`src/rtl/fft_input_collect_if.sv`:
```
// -----------------------------------------------------------------------------
// fft_input_collect_if
// Bundles the sample stream input and the parallel frame output of the FFT
// input collector.
//   slave  modport : the collector itself
//   master modport : the environment (sample source + FFT core)
// Signals:
//   sample_in     incoming sample, two's complement
//   sample_valid  sample_in is meaningful (qualified by the internal strobe)
//   sample_sync   frame realign: next accepted sample becomes x0
//   x0..x7        frame outputs, x0 = oldest sample of the frame
//   frame_valid   x0..x7 hold an unacknowledged complete frame
//   frame_ack     FFT core has consumed x0..x7
//   wr_index      slot the next accepted sample will fill
//   overrun       sticky flag: a completed frame was dropped
// -----------------------------------------------------------------------------
interface fft_input_collect_if #(
  parameter int WIDTH = 8
);
  logic [WIDTH-1:0] sample_in;
  logic             sample_valid;
  logic             sample_sync;
  logic [WIDTH-1:0] x0, x1, x2, x3, x4, x5, x6, x7;
  logic             frame_valid;
  logic             frame_ack;
  logic [2:0]       wr_index;
  logic             overrun;

  modport master (
    output sample_in, sample_valid, sample_sync, frame_ack,
    input  x0, x1, x2, x3, x4, x5, x6, x7, frame_valid, wr_index, overrun
  );

  modport slave (
    input  sample_in, sample_valid, sample_sync, frame_ack,
    output x0, x1, x2, x3, x4, x5, x6, x7, frame_valid, wr_index, overrun
  );
endinterface

```
`src/rtl/fft_input_collect.sv`:
```
// -----------------------------------------------------------------------------
// fft_input_collect
// Serial-to-parallel sample collector in front of the 8-point FFT. One sample
// is taken per sample strobe (a clock enable every DIV+1 fastclk cycles) when
// sample_valid is high. Eight samples form a frame, which is handed to the FFT
// core on x0..x7 with a frame_valid / frame_ack handshake. A shadow buffer
// collects the next frame while the current one is still being presented.
// Ports:
//   fastclk  system clock, all logic on its rising edge
//   rst      synchronous, active-high reset
//   bus      fft_input_collect_if.slave (sample stream in, frame out)
// -----------------------------------------------------------------------------
module fft_input_collect #(
  parameter int WIDTH = 8,
  parameter int DIV   = 25
) (
  input  logic                 fastclk,
  input  logic                 rst,
  fft_input_collect_if.slave   bus
);

  localparam int CW = (DIV < 1) ? 1 : $clog2(DIV + 1);

  logic [CW-1:0]    r_div_cnt;
  logic [WIDTH-1:0] r_shadow [0:6];   // slot 7 goes straight to the output
  logic [WIDTH-1:0] r_x      [0:7];
  logic [2:0]       r_wr_index;
  logic             r_frame_valid;
  logic             r_overrun;

  logic w_strobe;
  logic w_accept;
  logic w_complete;
  logic w_load;

  assign w_strobe   = (r_div_cnt == CW'(DIV));
  assign w_accept   = w_strobe & bus.sample_valid;
  // A sync on the eighth sample restarts the frame rather than completing it.
  assign w_complete = w_accept & ~bus.sample_sync & (r_wr_index == 3'd7);
  // An ack in the completion cycle frees the output registers for the new frame.
  assign w_load     = w_complete & (~r_frame_valid | bus.frame_ack);

  // Sample strobe divider: a clock enable, not a derived clock.
  // NOTE: sequential state uses non-blocking assignments so every register
  // samples pre-edge values, independent of block ordering.
  always_ff @(posedge fastclk) begin
    if (rst) begin
      r_div_cnt <= '0;
    end else if (w_strobe) begin
      r_div_cnt <= '0;
    end else begin
      r_div_cnt <= r_div_cnt + CW'(1);
    end
  end

  // Shadow collection buffer and write pointer.
  // NOTE: the shadow buffer is reset explicitly because its contents are
  // defined to read as zero after reset; this keeps it in flops, not RAM.
  always_ff @(posedge fastclk) begin
    if (rst) begin
      r_wr_index <= 3'd0;
      for (int i = 0; i < 7; i++) r_shadow[i] <= '0;
    end else if (bus.sample_sync) begin
      // Realign: a partial frame is abandoned by rewinding the pointer.
      if (w_accept) begin
        r_shadow[0] <= bus.sample_in;
        r_wr_index  <= 3'd1;
      end else begin
        r_wr_index  <= 3'd0;
      end
    end else if (w_accept) begin
      if (r_wr_index != 3'd7) r_shadow[r_wr_index] <= bus.sample_in;
      r_wr_index <= r_wr_index + 3'd1;
    end
  end

  // Output frame registers and handshake.
  always_ff @(posedge fastclk) begin
    if (rst) begin
      r_frame_valid <= 1'b0;
      r_overrun     <= 1'b0;
      for (int i = 0; i < 8; i++) r_x[i] <= '0;
    end else if (w_complete) begin
      if (w_load) begin
        for (int i = 0; i < 7; i++) r_x[i] <= r_shadow[i];
        r_x[7]        <= bus.sample_in;
        r_frame_valid <= 1'b1;
      end else begin
        // Previous frame still unconsumed: keep it and drop the new one.
        r_overrun <= 1'b1;
      end
    end else if (bus.frame_ack && r_frame_valid) begin
      r_frame_valid <= 1'b0;
    end
  end

  assign bus.x0          = r_x[0];
  assign bus.x1          = r_x[1];
  assign bus.x2          = r_x[2];
  assign bus.x3          = r_x[3];
  assign bus.x4          = r_x[4];
  assign bus.x5          = r_x[5];
  assign bus.x6          = r_x[6];
  assign bus.x7          = r_x[7];
  assign bus.frame_valid = r_frame_valid;
  assign bus.wr_index    = r_wr_index;
  assign bus.overrun     = r_overrun;

endmodule

```
`src/flat_wrapper.sv`:
```
// flat-port wrapper written by rule: the top's interface ports become plain ports
module fft_input_collect_flat 
#(
  parameter int WIDTH = 8,
  parameter int DIV   = 25
)
  (fastclk, rst, bus_sample_in, bus_sample_valid, bus_sample_sync, bus_frame_ack, bus_x0, bus_x1, bus_x2, bus_x3, bus_x4, bus_x5, bus_x6, bus_x7, bus_frame_valid, bus_wr_index, bus_overrun);
  fft_input_collect_if #(.WIDTH(WIDTH)) bus_i ();
  input  logic fastclk;
  input  logic rst;
  input wire logic [$bits(bus_i.sample_in)-1:0] bus_sample_in;
  input wire logic [$bits(bus_i.sample_valid)-1:0] bus_sample_valid;
  input wire logic [$bits(bus_i.sample_sync)-1:0] bus_sample_sync;
  input wire logic [$bits(bus_i.frame_ack)-1:0] bus_frame_ack;
  output wire logic [$bits(bus_i.x0)-1:0] bus_x0;
  output wire logic [$bits(bus_i.x1)-1:0] bus_x1;
  output wire logic [$bits(bus_i.x2)-1:0] bus_x2;
  output wire logic [$bits(bus_i.x3)-1:0] bus_x3;
  output wire logic [$bits(bus_i.x4)-1:0] bus_x4;
  output wire logic [$bits(bus_i.x5)-1:0] bus_x5;
  output wire logic [$bits(bus_i.x6)-1:0] bus_x6;
  output wire logic [$bits(bus_i.x7)-1:0] bus_x7;
  output wire logic [$bits(bus_i.frame_valid)-1:0] bus_frame_valid;
  output wire logic [$bits(bus_i.wr_index)-1:0] bus_wr_index;
  output wire logic [$bits(bus_i.overrun)-1:0] bus_overrun;
  assign bus_i.sample_in = bus_sample_in;
  assign bus_i.sample_valid = bus_sample_valid;
  assign bus_i.sample_sync = bus_sample_sync;
  assign bus_i.frame_ack = bus_frame_ack;
  assign bus_x0 = bus_i.x0;
  assign bus_x1 = bus_i.x1;
  assign bus_x2 = bus_i.x2;
  assign bus_x3 = bus_i.x3;
  assign bus_x4 = bus_i.x4;
  assign bus_x5 = bus_i.x5;
  assign bus_x6 = bus_i.x6;
  assign bus_x7 = bus_i.x7;
  assign bus_frame_valid = bus_i.frame_valid;
  assign bus_wr_index = bus_i.wr_index;
  assign bus_overrun = bus_i.overrun;
  fft_input_collect #(.WIDTH(WIDTH), .DIV(DIV)) u_core (.fastclk(fastclk), .rst(rst), .bus(bus_i));
endmodule
```
`config.mk`:
```
export PLATFORM = sky130hd
export DESIGN_NAME = fft_input_collect_flat
export DESIGN_NICKNAME = d
export VERILOG_FILES = /design/src/rtl/fft_input_collect_if.sv /design/src/rtl/fft_input_collect.sv /design/src/flat_wrapper.sv
export SDC_FILE = /design/constraint.sdc
export NUM_CORES = 1
export LEC_CHECK = 0
export ABC_CLOCK_PERIOD_IN_PS = 4350
export CORE_AREA = 2 2 95 142
export CTS_CLUSTER_DIAMETER = 80
export DETAILED_ROUTE_END_ITERATION = 10
export DIE_AREA = 0 0 97 144
export GPL_TIMING_DRIVEN = 1
export PLACE_DENSITY = 0.67
export SYNTH_ARGS = -nofsm -noshare
export SYNTH_HDL_FRONTEND = slang
export SYNTH_SLANG_ARGS = --single-unit
```
`constraint.sdc`:
```
create_clock -name fastclk -period 4.35 [get_ports fastclk]
set_input_delay 0.435 -clock fastclk [delete_from_list [all_inputs] [get_ports fastclk]]
set_output_delay 0.435 -clock fastclk [all_outputs]
set_load 0.01 [all_outputs]
```
### Word level (Yosys, flattened, before mapping)

Memory sizes are Yosys's and may differ from the RTL's.
Cells that the tools add are included.

* bits in writable memories: 120
* memories: 2
* word-level logic and storage cells: 69
* input port bits: 13
* register bits after elaboration: 10
* output and inout bits: 69

Memories
* u_core.r_x: depth 8, bits a word 8, rd ports 8, clocked after Yosys merged registers in 0, wr ports 8, RTL line fft_input_collect.sv:26 `logic [WIDTH-1:0] r_x [0:7];`
* u_core.r_shadow: depth 7, bits a word 8, rd ports 7, clocked after Yosys merged registers in 0, wr ports 7, RTL line fft_input_collect.sv:25 `logic [WIDTH-1:0] r_shadow [0:6];`

* add/subtract/negate cells: 2
* reduce and logical (&&, ||, !) cells: 7
* multiplexer cells: 33
* bitwise operators: 17
* eq/ne operators: 4

Operators by type and width (number)
* 8-bit two-way mux: 10
* 1-bit two-way mux: 20
* 1-bit OR: 10
* 3-bit two-way mux: 3
* 8-bit OR reduction: 1
* 5-bit by 1-bit adder with 5-bit output, second input constant: 1
* 5-bit == test, second input constant: 1
* 1-bit bitwise AND: 4
* 2-bit AND reduction: 2
* 2-bit nonzero test: 2
* 3-bit by 1-bit adder with 3-bit output, second input constant: 1
* 3-bit == test, second input constant: 1
* 3-bit inequality test, second input constant: 1
* 1-bit inverter: 3
* 2-bit inequality test, second input constant: 1
* 2-bit OR reduction: 1
* 1-bit logical AND: 1

### Depth between registers and ports, before layout

Gate-level depths: netlist of run 1.

* depth after elaboration: 10
* mapped depth: 7
* mapped depth without buffers: 5

### Worst setup path after synthesis of run 1

Ideal clock, no wire load.

* kind: register to register
* start point: register u_core.r_wr_index[0], in the netlist u_core.bus.wr_index[0]
* end point: memory u_core.r_x[0][0], enable pin
* buffers on the path: 0
* stages on the path, launching flop included: 6
* data required time: 3.851 ns
* slack: -0.558 ns
* clock period less this slack: 4.908 ns
* arrival: 4.409 ns
* cell sequence: dfxtp_1 > ha_1 > ha_1 > nand2b_1 > or3_1 > o21bai_1

RTL lines
* from (decl): RTL line fft_input_collect.sv:27 `logic [2:0] r_wr_index;`
* from (signal assigned): RTL line fft_input_collect.sv:73 `r_wr_index <= r_wr_index + 3'd1;`
* to (decl): RTL line fft_input_collect.sv:26

==> impl_metrics.csv, run 1 <==
group,metric,value,unit
sta,fmax,0.3519,GHz
clock_network,clk_pin_slew,0.06,ns
synthesis,ys.flop_type,"edfxtp_1",
detailed_routing,drcViolationCount,0,
synthesis,syn_area_per_cell,14.88,um2
clock_network,cts_hold_buf,0,
global_route,grt_max_degree,49,
cells_and_area,syn_to_final_growth,33.25,%
global_route,grt_first_pass_wirelength,14.19,mm
global_route,antenna_found_initial,0,
clock_network,clk_latency,0.41,ns
synthesis,synthMuxAreaShare,1.807,%
synthesis,syn_area,4986,um2
sta,final_max_slew_viol_count,0,
hold_path,hp-class,"reg2reg",
worst_setup_path,critPathLaunchType,"flop",
sta,rsz0062_at_grt,"no",
detailed_routing,finalWirelength,9.092,mm
synthesis,synth-compound-area-share,1.957,%
cells_and_area,post-route-util,51.80,%
synthesis,synthSimpleGateAreaFrac,18.04,%
sta,relSlewSlack,32.74,%
worst_setup_path,max_stage_delay,0.55,ns
placement,dp_hpwl,6.430,mm
sta,worst_slew_pin_slew,1.006,ns
sta,period_share,65.33,%
synthesis,synth_edf_count,112,
cells_and_area,nNetsFinal,443,
clock_network,h-tree-depth,4,
sta,setup_viol,0,
clock_network,clk_path_buf_depth,2,
synthesis,syn-num-nets,352,
synthesis,synth_seq_area_share,74.68,%
detailed_routing,drt_iter0_drc,125,
detailed_routing,viasPerCell,4.654,
floorplanning,io_pins,82,
sta,setup_tns,0,ns
synthesis,synth_top_family_by_area,"simple AND/OR/NAND/NOR gates",
synthesis,synthAdderAreaFrac,1.004,%
floorplanning,initial_core_util,38.87,%
clock_network,numClockSinks,130,
pwr,p_total,3.118,mW
clock_network,cts_tree,"yes",
global_route,grt_pass1_vias,2747,
sta,hold_viol_final,0,
pwr,cellPowerDensity,469.4,nW/um2
clock_network,numCtsBuffers,17,
floorplanning,die_width,97,um
sta,layout_min_cycle_time,2.842,ns
sta,holdWs,0.4651,ns
global_route,gr-usage-all-layers,13.55,%
synthesis,synth.distinct_cells,36,
clock_network,cts_setup_buffers,0,
clock_network,cts.repair.resized,0,
detailed_routing,drtAntennaViolNets,0,
synthesis,synth-xor-area-share,0.5270,%
synthesis,async_flop_share,0,%
worst_setup_path,path_cells,"ha_1 -> ha_1 -> nand2b_1 -> or3_1 -> o21bai_4 -> buf_4",
run,max_cap_violations,0,
clock_network,root_buffer,"clkbuf_16",
placement,io_buffers,81,
synthesis,syn-instance-count,335,
floorplanning,die-area,13970,um2
global_route,grt_overflow,0,
cells_and_area,diodes,0,
detailed_routing,post_drt_wl_per_cell,15.20,um
floorplanning,die_h,144,um
worst_setup_path,critPathArrivalTime,2.94,ns
pwr,leakage,2.423,nW
placement,routabilityCongestion,0.7252,
floorplanning,coreArea,12830,um2
detailed_routing,first_pass_iters,4,
sta,worst_slack,1.508,ns
floorplanning,rows,51,
placement,dpl_worst_slack,1.294,ns
detailed_routing,vias,2783,
pwr,vdd_ir_drop_max,265.7,uV
synthesis,ys_ff_latch,130,
sta,finClkSkew,0.005253,ns
worst_setup_path,path_max_fanout,22,
worst_setup_path,crit_required,4.45,ns
synthesis,synth-warning-count,0,
worst_setup_path,cpMaxStageDelayCell,"o21bai_4",
worst_setup_path,critPathMostFrequentCell,"ha_1",
cells_and_area,drive_gt1_share,10.93,%
worst_setup_path,worst_setup_path_end_kind,"flop",
status,status,"completed",
worst_setup_path,worstSetupPathType,"reg2reg",
[worst max-delay path: cells and delay by family, from the launching register on]
kind            cells  cell delay (ns)
simple gates        2             0.55
compound gates      1             0.55
fa+ha+maj           2             0.54
flops               1             0.51
buf+inv             1             0.36
[power breakdown]
part | leakage (nW) | total, mW | internal [mW] | switching, mW
logic | 0.874 | 0.150 | 0.0754 | 0.0748
clock network | 0.309 | 1.55 | 1.05 | 0.502
registers | 1.24 | 1.42 | 1.40 | 0.0174
total | 2.42 | 3.12 | 2.52 | 0.594
[stage by stage]
| stage | std cells | area [um2] |
|---|---|---|
| finish | 598 | 6644 |
| global route | 598 | 6644 |
| CTS | 598 | 6644 |
| detailed placement | 566 | 5984 |
| global placement | 566 | 5984 |
| floorplan | 335 | 4990 |
[worst paths after layout]
path | start | endpoint | slack, ns | depth (start not counted)
worst max-delay path | u_core.bus.wr_index[0] | u_core.r_x[0][29] | 1.51 | 6
worst min-delay path | u_core.r_div_cnt[0] | u_core.r_div_cnt[0] | 0.47 | 1
worst max register to register | u_core.bus.wr_index[0] | u_core.r_x[0][29] | 1.51 | 6
worst min register to register | u_core.r_div_cnt[0] | u_core.r_div_cnt[0] | 0.47 | 1
[cell usage after synthesis, types with 2 or more instances]
library cell | count | area [um2]
nor3_1 | 2 | 10.01
a41o_1 | 2 | 20.02
inv_1 | 11 | 41.29
nand4_1 | 2 | 12.51
nand4b_1 | 2 | 17.52
nor2_1 | 39 | 146.4
mux2_2 | 8 | 90.09
clkbuf_1 | 8 | 30.03
edfxtp_1 | 112 | 3363
o21ai_0 | 2 | 10.01
dfxtp_1 | 18 | 360.4
nor2b_1 | 11 | 68.82
nand2b_1 | 15 | 93.84
ha_1 | 4 | 50.05
a21oi_1 | 4 | 20.02
and3b_1 | 2 | 17.52
o211ai_1 | 2 | 15.01
and2_1 | 64 | 400.4
xor2_1 | 2 | 17.52
buf_4 | 3 | 22.52
nor4b_2 | 2 | 30.03
nor4_1 | 2 | 12.51
nand3_1 | 5 | 25.02
[area by class of cell]
| type | count | area (um2) |
|---|---|---|
| Fill cell | 1058 | 6182 |
| Sequential cell | 130 | 3724 |
| Multi-Input combinational cell | 182 | 1175 |
| Timing Repair Buffer | 84 | 845.8 |
| Clock buffer | 19 | 452.9 |
| Clock inverter | 13 | 206.4 |
| Tap cell | 159 | 198.9 |
| Inverter | 11 | 41.29 |
[flip-flops by register name (all words and copies together) (netlist names)]
register,flops
u_core.bus.overrun,1
u_core.r_shadow,56
u_core.r_x,64
u_core.bus.wr_index,3
u_core.bus.frame_valid,1
u_core.r_div_cnt,5
[layer usage]
metal	part of all wire, %	global-route usage (%)	routed length [um]	vias up
li1	-	-	-	1365
met5	0	0	0	-
met1	41	15.03	3714	1315
met3	4.0	3.673	363	20
met2	52	23.17	4698	83
met4	3.5	8.525	316	0
[placed cells by master (no fill, tap or decap), types with 2 or more instances in the layout]
cell               n
edfxtp_1         112
clkdlybuf4s50_1   81
and2_1            64
nor2_1            39
dfxtp_1           18
clkbuf_16         17
nand2b_1          15
inv_1             11
nor2b_1           11
mux2_2             8
nand3_1            5
bufinv_16          5
a21oi_1            4
ha_1               4
clkinvlp_4         4
nand4b_1           2
nor3_1             2
nand4_1            2
nor4_1             2
o211ai_1           2
a41o_1             2
nor4b_2            2
o21ai_0            2
xor2_1             2
and3b_1            2
clkbuf_8           2
buf_4              2
[kinds of logic after synthesis]
logic type	Yosys count
adder cells (fa/ha/maj)	4
buffers and inverters	23
XOR/XNOR	3
AND/OR/NAND/NOR	153
flip-flops	130
multiplexers	8
AO/OA/AOI/OAI	14
No activity file was read; power rests on OpenSTA's default activity.
==> run 2, diff against run 1 <==
- ABC_CLOCK_PERIOD_IN_PS: 4350 -> 2910
- PLACE_DENSITY: 0.67 -> 0.65
- clock period: 4.35 -> 2.91 ns (I/O delays scaled with it)
==> run 2 against run 1 <==
Clock power is 23% higher. Final area down 1.5%. Combinational power rose by 49%. Critical path type unchanged. Routed wire length decreased by 2.2%. Non-clock buffer count grew 2. Utilization fell by 0.77 points. Worst setup slack got worse by 1.0 ns. Global-route usage barely moved. Clock-buffer cell count shrank 2. Register-to-register slack got worse by 1.0 ns. Sequential share of layout area up 0.85 points.
==> impl_metrics.csv, run 2 (synthesis gave the netlist of run 1 again) <==
group,metric,value,unit
clock_network,cts_tree,"yes",
run,max_cap_violations,0,
worst_setup_path,path_max_fanout,64,
detailed_routing,wl_met1,3.507,mm
sta,finClkSkew,0.005431,ns
detailed_routing,drtAntennaViolNets,0,
sta,worst_slew_pin_slew,0.7028,ns
cells_and_area,largest_register_ffs,64,
clock_network,clk_path_buf_depth,2,
worst_setup_path,max_stage_delay,0.50,ns
clock_network,cts.repair.resized,0,
placement,dpl_worst_slack,0.4129,ns
worst_setup_path,path_cells,"ha_1 -> ha_1 -> nand2b_1 -> or3_1 -> o21bai_4 -> buf_12",
global_route,grt_overflow,0,
detailed_routing,drcViolationCount,0,
cells_and_area,top_register,"u_core.r_x",
placement,dp_hpwl,6.257,mm
clock_network,clk_latency,0.41,ns
cells_and_area,syn_to_final_growth,31.27,%
worst_setup_path,critPathLaunchType,"flop",
clock_network,h-tree-depth,4,
cells_and_area,fin_cells,600,
worst_setup_path,cpMaxStageDelayCell,"dfxtp_1",
cells_and_area,fillers,1082,
sta,setup_viol,0,
sta,hold_viol_final,0,
cells_and_area,multi_input_area,1175,um2
clock_network,root_buffer,"clkbuf_16",
sta,rsz0062_at_grt,"no",
placement,placed_cells,568,
clock_network,clk_pin_slew,0.05,ns
detailed_routing,finalWirelength,8.892,mm
sta,setup_tns,0,ns
hold_path,hp-class,"reg2reg",
clock_network,numClockSinks,130,
detailed_routing,met2_wirelength,4.770,mm
floorplanning,die_width,97,um
floorplanning,coreArea,12830,um2
worst_setup_path,worstSetupPathType,"reg2reg",
worst_setup_path,worst_setup_path_end_kind,"flop",
floorplanning,die-area,13970,um2
floorplanning,rows,51,
detailed_routing,post_drt_wl_per_cell,14.82,um
worst_setup_path,crit_required,2.98,ns
placement,io_buffers,81,
detailed_routing,first_pass_iters,5,
cells_and_area,layout_common_cells,"edfxtp_1, clkdlybuf4s50_1, and2_1",
global_route,antenna_found_initial,0,
cells_and_area,seq_area,3724,um2
clock_network,cts_setup_buffers,0,
status,status,"completed",
cells_and_area,diodes,0,
floorplanning,initial_core_util,38.87,%
worst_setup_path,cp_top_family,"simple AND/OR/NAND/NOR gates",
sta,relSlewSlack,53.02,%
sta,layout_min_cycle_time,2.421,ns
sta,fmax,0.4130,GHz
global_route,gr-usage-all-layers,13.55,%
pwr,leakage,2.388,nW
detailed_routing,drt_iter0_drc,142,
detailed_routing,viasPerCell,4.592,
floorplanning,die_h,144,um
global_route,grt_first_pass_wirelength,14.13,mm
cells_and_area,nNetsFinal,445,
worst_setup_path,r2r_slack,0.49,ns
cells_and_area,reg_top3,"u_core.r_x: 64 flops, u_core.r_shadow: 56 flops, u_core.r_div_cnt: 5 flops",
global_route,grt_pass1_vias,2736,
clock_network,cts_hold_buf,0,
global_route,grt_max_degree,65,
sta,final_max_slew_viol_count,0,
cells_and_area,final_common_cell,"edfxtp_1",
sta,period_share,83.21,%
detailed_routing,vias,2755,
detailed_routing,top_layer,"met4",
sta,worst_slack,0.4885,ns
worst_setup_path,critPathArrivalTime,2.50,ns
pwr,vdd_ir_drop_max,438.8,uV
worst_setup_path,path_buf_inv,1,
cells_and_area,drive_gt1_share,10.88,%
floorplanning,io_pins,82,
clock_network,numCtsBuffers,17,
detailed_routing,dr_wl_met3,458,um
worst_setup_path,critPathMostFrequentCell,"ha_1",
placement,routabilityCongestion,0.8185,
pwr,cellPowerDensity,650.4,nW/um2
[run 2: worst reg2reg max path, cell delays in order, from the launching register on]
cell	delay, ns
dfxtp_1	0.50
ha_1	0.22
ha_1	0.31
nand2b_1	0.11
or3_1	0.43
o21bai_4	0.16
buf_12	0.30
[run 2: worst paths after layout]
kind	cells past startpoint	end	startpoint
hold reg to reg	1	u_core.r_div_cnt[0]	u_core.r_div_cnt[0]
hold / removal	1	u_core.r_div_cnt[0]	u_core.r_div_cnt[0]
setup / recovery	6	u_core.r_x[0][29]	u_core.bus.wr_index[1]
setup reg to reg	6	u_core.r_x[0][29]	u_core.bus.wr_index[1]
[run 2: through the flow]
step                cell area, um2  hold slack [ns]  power, mW  utilization, %
CTS                           6545           0.4828      4.297           51.03
global route                  6545           0.5126      4.394           51.03
floorplan                     4997           0.4334      2.239               -
detailed placement            6000           0.4696      2.390           46.78
global placement              6000           0.4446      2.384           46.78
finish                        6545           0.4751      4.257           51.03
[run 2: metal layers]
| metal | track usage, % | up-vias |
|---|---|---|
| li1 | - | 1369 |
| met1 | 14.77 | 1307 |
| met2 | 23.61 | 65 |
| met3 | 5.365 | 14 |
| met4 | 5.634 | 0 |
| met5 | 0 | - |
[run 2: report_power, final]
part           internal [mW]  switching (mW)  total (mW)
clock network           1.16           0.750        1.91
registers               2.10          0.0250        2.12
logic                  0.114           0.110       0.224
total                   3.37           0.885        4.26
[run 2: final cells by class]
class / count / area share (%)
inverter: 11 / 0.6309
tap: 159 / 3.040
clock buffer: 17 / 6.500
multi-input combinational: 182 / 17.95
sequential: 130 / 56.89
timing repair buffer: 86 / 13.15
clock inverter: 15 / 1.835
==> run 3, diff against run 2 <==
- ABC_CLOCK_PERIOD_IN_PS: 2910 -> 2200
- PLACE_DENSITY: 0.65 -> 0.67
- clock period: 2.91 -> 2.2 ns (I/O delays scaled with it)
==> run 3 against run 2 <==
Sequential power up 33%. Critical path depth unchanged. Power up 45%.
==> impl_metrics.csv, run 3 (synthesis gave the netlist of run 1 again) <==
group,metric,value,unit
status,status,"completed",
detailed_routing,drcViolationCount,0,
clock_network,clk_latency,0.41,ns
floorplanning,coreArea,12830,um2
hold_path,hp-start,"u_core.r_div_cnt[0]",
floorplanning,io_pins,82,
detailed_routing,drtAntennaViolNets,0,
sta,layout_min_cycle_time,2.081,ns
pwr,vdd_ir_drop_max,559.5,uV
sta,setup_viol,0,
global_route,grt_overflow,0,
cells_and_area,nNetsFinal,454,
worst_setup_path,worst_setup_path_end_kind,"flop",
sta,final_max_slew_viol_count,0,
sta,hold_viol_final,0,
sta,rsz0062_at_grt,"no",
clock_network,clk_path_buf_depth,2,
clock_network,cts_hold_buf,0,
cells_and_area,fillers,1077,
sta,relSlewSlack,69.12,%
cells_and_area,top_register,"u_core.r_x",
detailed_routing,drt_iter0_drc,170,
hold_path,holdPathEnd,"u_core.r_div_cnt[0]",
pwr,seq_power_share,45.6,%
detailed_routing,vias,2833,
sta,fmax,0.4806,GHz
floorplanning,die_h,144,um
cells_and_area,drive_gt1_share,15.11,%
detailed_routing,first_pass_iters,4,
hold_path,holdPathStages,1,
cells_and_area,syn_to_final_growth,35.91,%
detailed_routing,viasPerCell,4.652,
worst_setup_path,reg2reg_depth,6,
pwr,cellPowerDensity,909.6,nW/um2
sta,finClkSkew,0.008221,ns
pwr,sw_frac_of_total,18.87,%
clock_network,cts_setup_buffers,0,
worst_setup_path,timing.rr.end,"u_core.r_x[1][4]",
clock_network,root_buffer,"clkbuf_16",
cells_and_area,post-route-util,52.83,%
cells_and_area,fin_cells,609,
worst_setup_path,critPathLaunchType,"flop",
cells_and_area,layout_common_cells,"edfxtp_1, clkdlybuf4s50_1, and2_1",
worst_setup_path,worstSetupPathType,"reg2reg",
cells_and_area,largest_register_ffs,64,
pwr,internal-power,5.001,mW
floorplanning,rows,51,
pwr,p_total,6.164,mW
placement,routabilityCongestion,0.7751,
global_route,gr-usage-all-layers,13.43,%
pwr,leakage,2.487,nW
clock_network,numClockSinks,130,
global_route,antenna_found_initial,0,
global_route,grt_max_degree,49,
global_route,grt_pass1_vias,2729,
placement,dp_hpwl,6.451,mm
worst_setup_path,crit_required,2.28,ns
floorplanning,die_width,97,um
cells_and_area,diodes,0,
pwr,pwr-share-comb,5.0,%
detailed_routing,post_drt_wl_per_cell,15.01,um
pwr,clkPwrFrac,49.4,%
clock_network,h-tree-depth,4,
floorplanning,die-area,13970,um2
clock_network,numCtsBuffers,17,
pwr,netSwitchingPower,1.163,mW
worst_setup_path,path_max_fanout,23,
worst_setup_path,r2r_start,"u_core.bus.wr_index[0]",
clock_network,clk_pin_slew,0.05,ns
placement,placed_cells,577,
sta,worst_slew_pin_slew,0.4618,ns
cells_and_area,reg_top3,"u_core.r_x: 64 flops, u_core.r_shadow: 56 flops, u_core.r_div_cnt: 5 flops",
cells_and_area,final_common_cell,"edfxtp_1",
sta,period_share,94.57,%
floorplanning,initial_core_util,38.87,%
sta,holdWs,0.4663,ns
hold_path,hp-class,"reg2reg",
placement,io_buffers,81,
detailed_routing,finalWirelength,9.139,mm
worst_setup_path,r2r_slack,0.12,ns
clock_network,cts_tree,"yes",
global_route,grt_first_pass_wirelength,14.16,mm
worst_setup_path,critPathArrivalTime,2.16,ns
run,max_cap_violations,0,
==> run 3: cell type report <==
type                            instances  area (um2)  share of cell area [%]
Inverter                               11       41.29                  0.6093
Multi-Input combinational cell        182        1205                   17.78
Clock buffer                           19       452.9                   6.684
Timing Repair Buffer                   95       940.9                   13.88
Clock inverter                         13       206.4                   3.047
Tap cell                              159       198.9                   2.936
Sequential cell                       130        3731                   55.06
==> run 3: through the flow <==
step / setup TNS [ns] / area [um2] / worst slack (ns)
finish: 0 / 6777 / 0.1194
global route: 0 / 6777 / 0.007113
CTS: 0 / 6775 / 0.1140
floorplan: -28.97 / 5034 / -0.4526
global placement: 0 / 6116 / 0.1767
detailed placement: 0 / 6116 / 0.08078
==> run 3: metal layers <==
| metal | track usage, % | wire length [um] |
|---|---|---|
| met5 | 0 | 0 |
| met4 | 7.487 | 232 |
| met3 | 4.302 | 426 |
| met2 | 23.46 | 4876 |
| met1 | 14.44 | 3603 |
==> run 3: worst max-delay path: stages (launching register included) <==
cell,delay [ns]
dfxtp_4,0.39
ha_1,0.19
ha_4,0.18
nand2b_1,0.10
or3_4,0.37
o21bai_4,0.20
buf_4,0.32
==> run 3: repair_timing <==
item                                    in CTS  in global routing
hold endpoints to repair                     0                  0
endpoints found under the setup margin       0                  7
resized for setup                            0                  1
==> run 3: how the worst max path moves through the flow <==
stage | to | startpoint | depth (start not counted)
floorplan | u_core.r_x[0][0] | u_core.r_div_cnt[0] | 4
global placement | u_core.r_x[1][4] | u_core.bus.wr_index[0] | 6
detailed placement | u_core.r_shadow[6][5] | bus_sample_sync | 5
CTS | u_core.r_x[1][4] | u_core.bus.wr_index[0] | 6
global route | u_core.r_shadow[6][4] | u_core.bus.wr_index[0] | 5
finish | u_core.r_x[1][4] | u_core.bus.wr_index[0] | 6
==> run 3: power by group through the flow <==
stage                     Clock (mW)  Sequential [mW]  Combinational [mW]
after floorplan                    0             2.89              0.0769
after global placement             0             2.86               0.306
after detailed placement           0             2.86               0.311
after CTS                       3.09             2.81               0.311
after global routing            3.20             2.82               0.329
final                           3.05             2.81               0.309
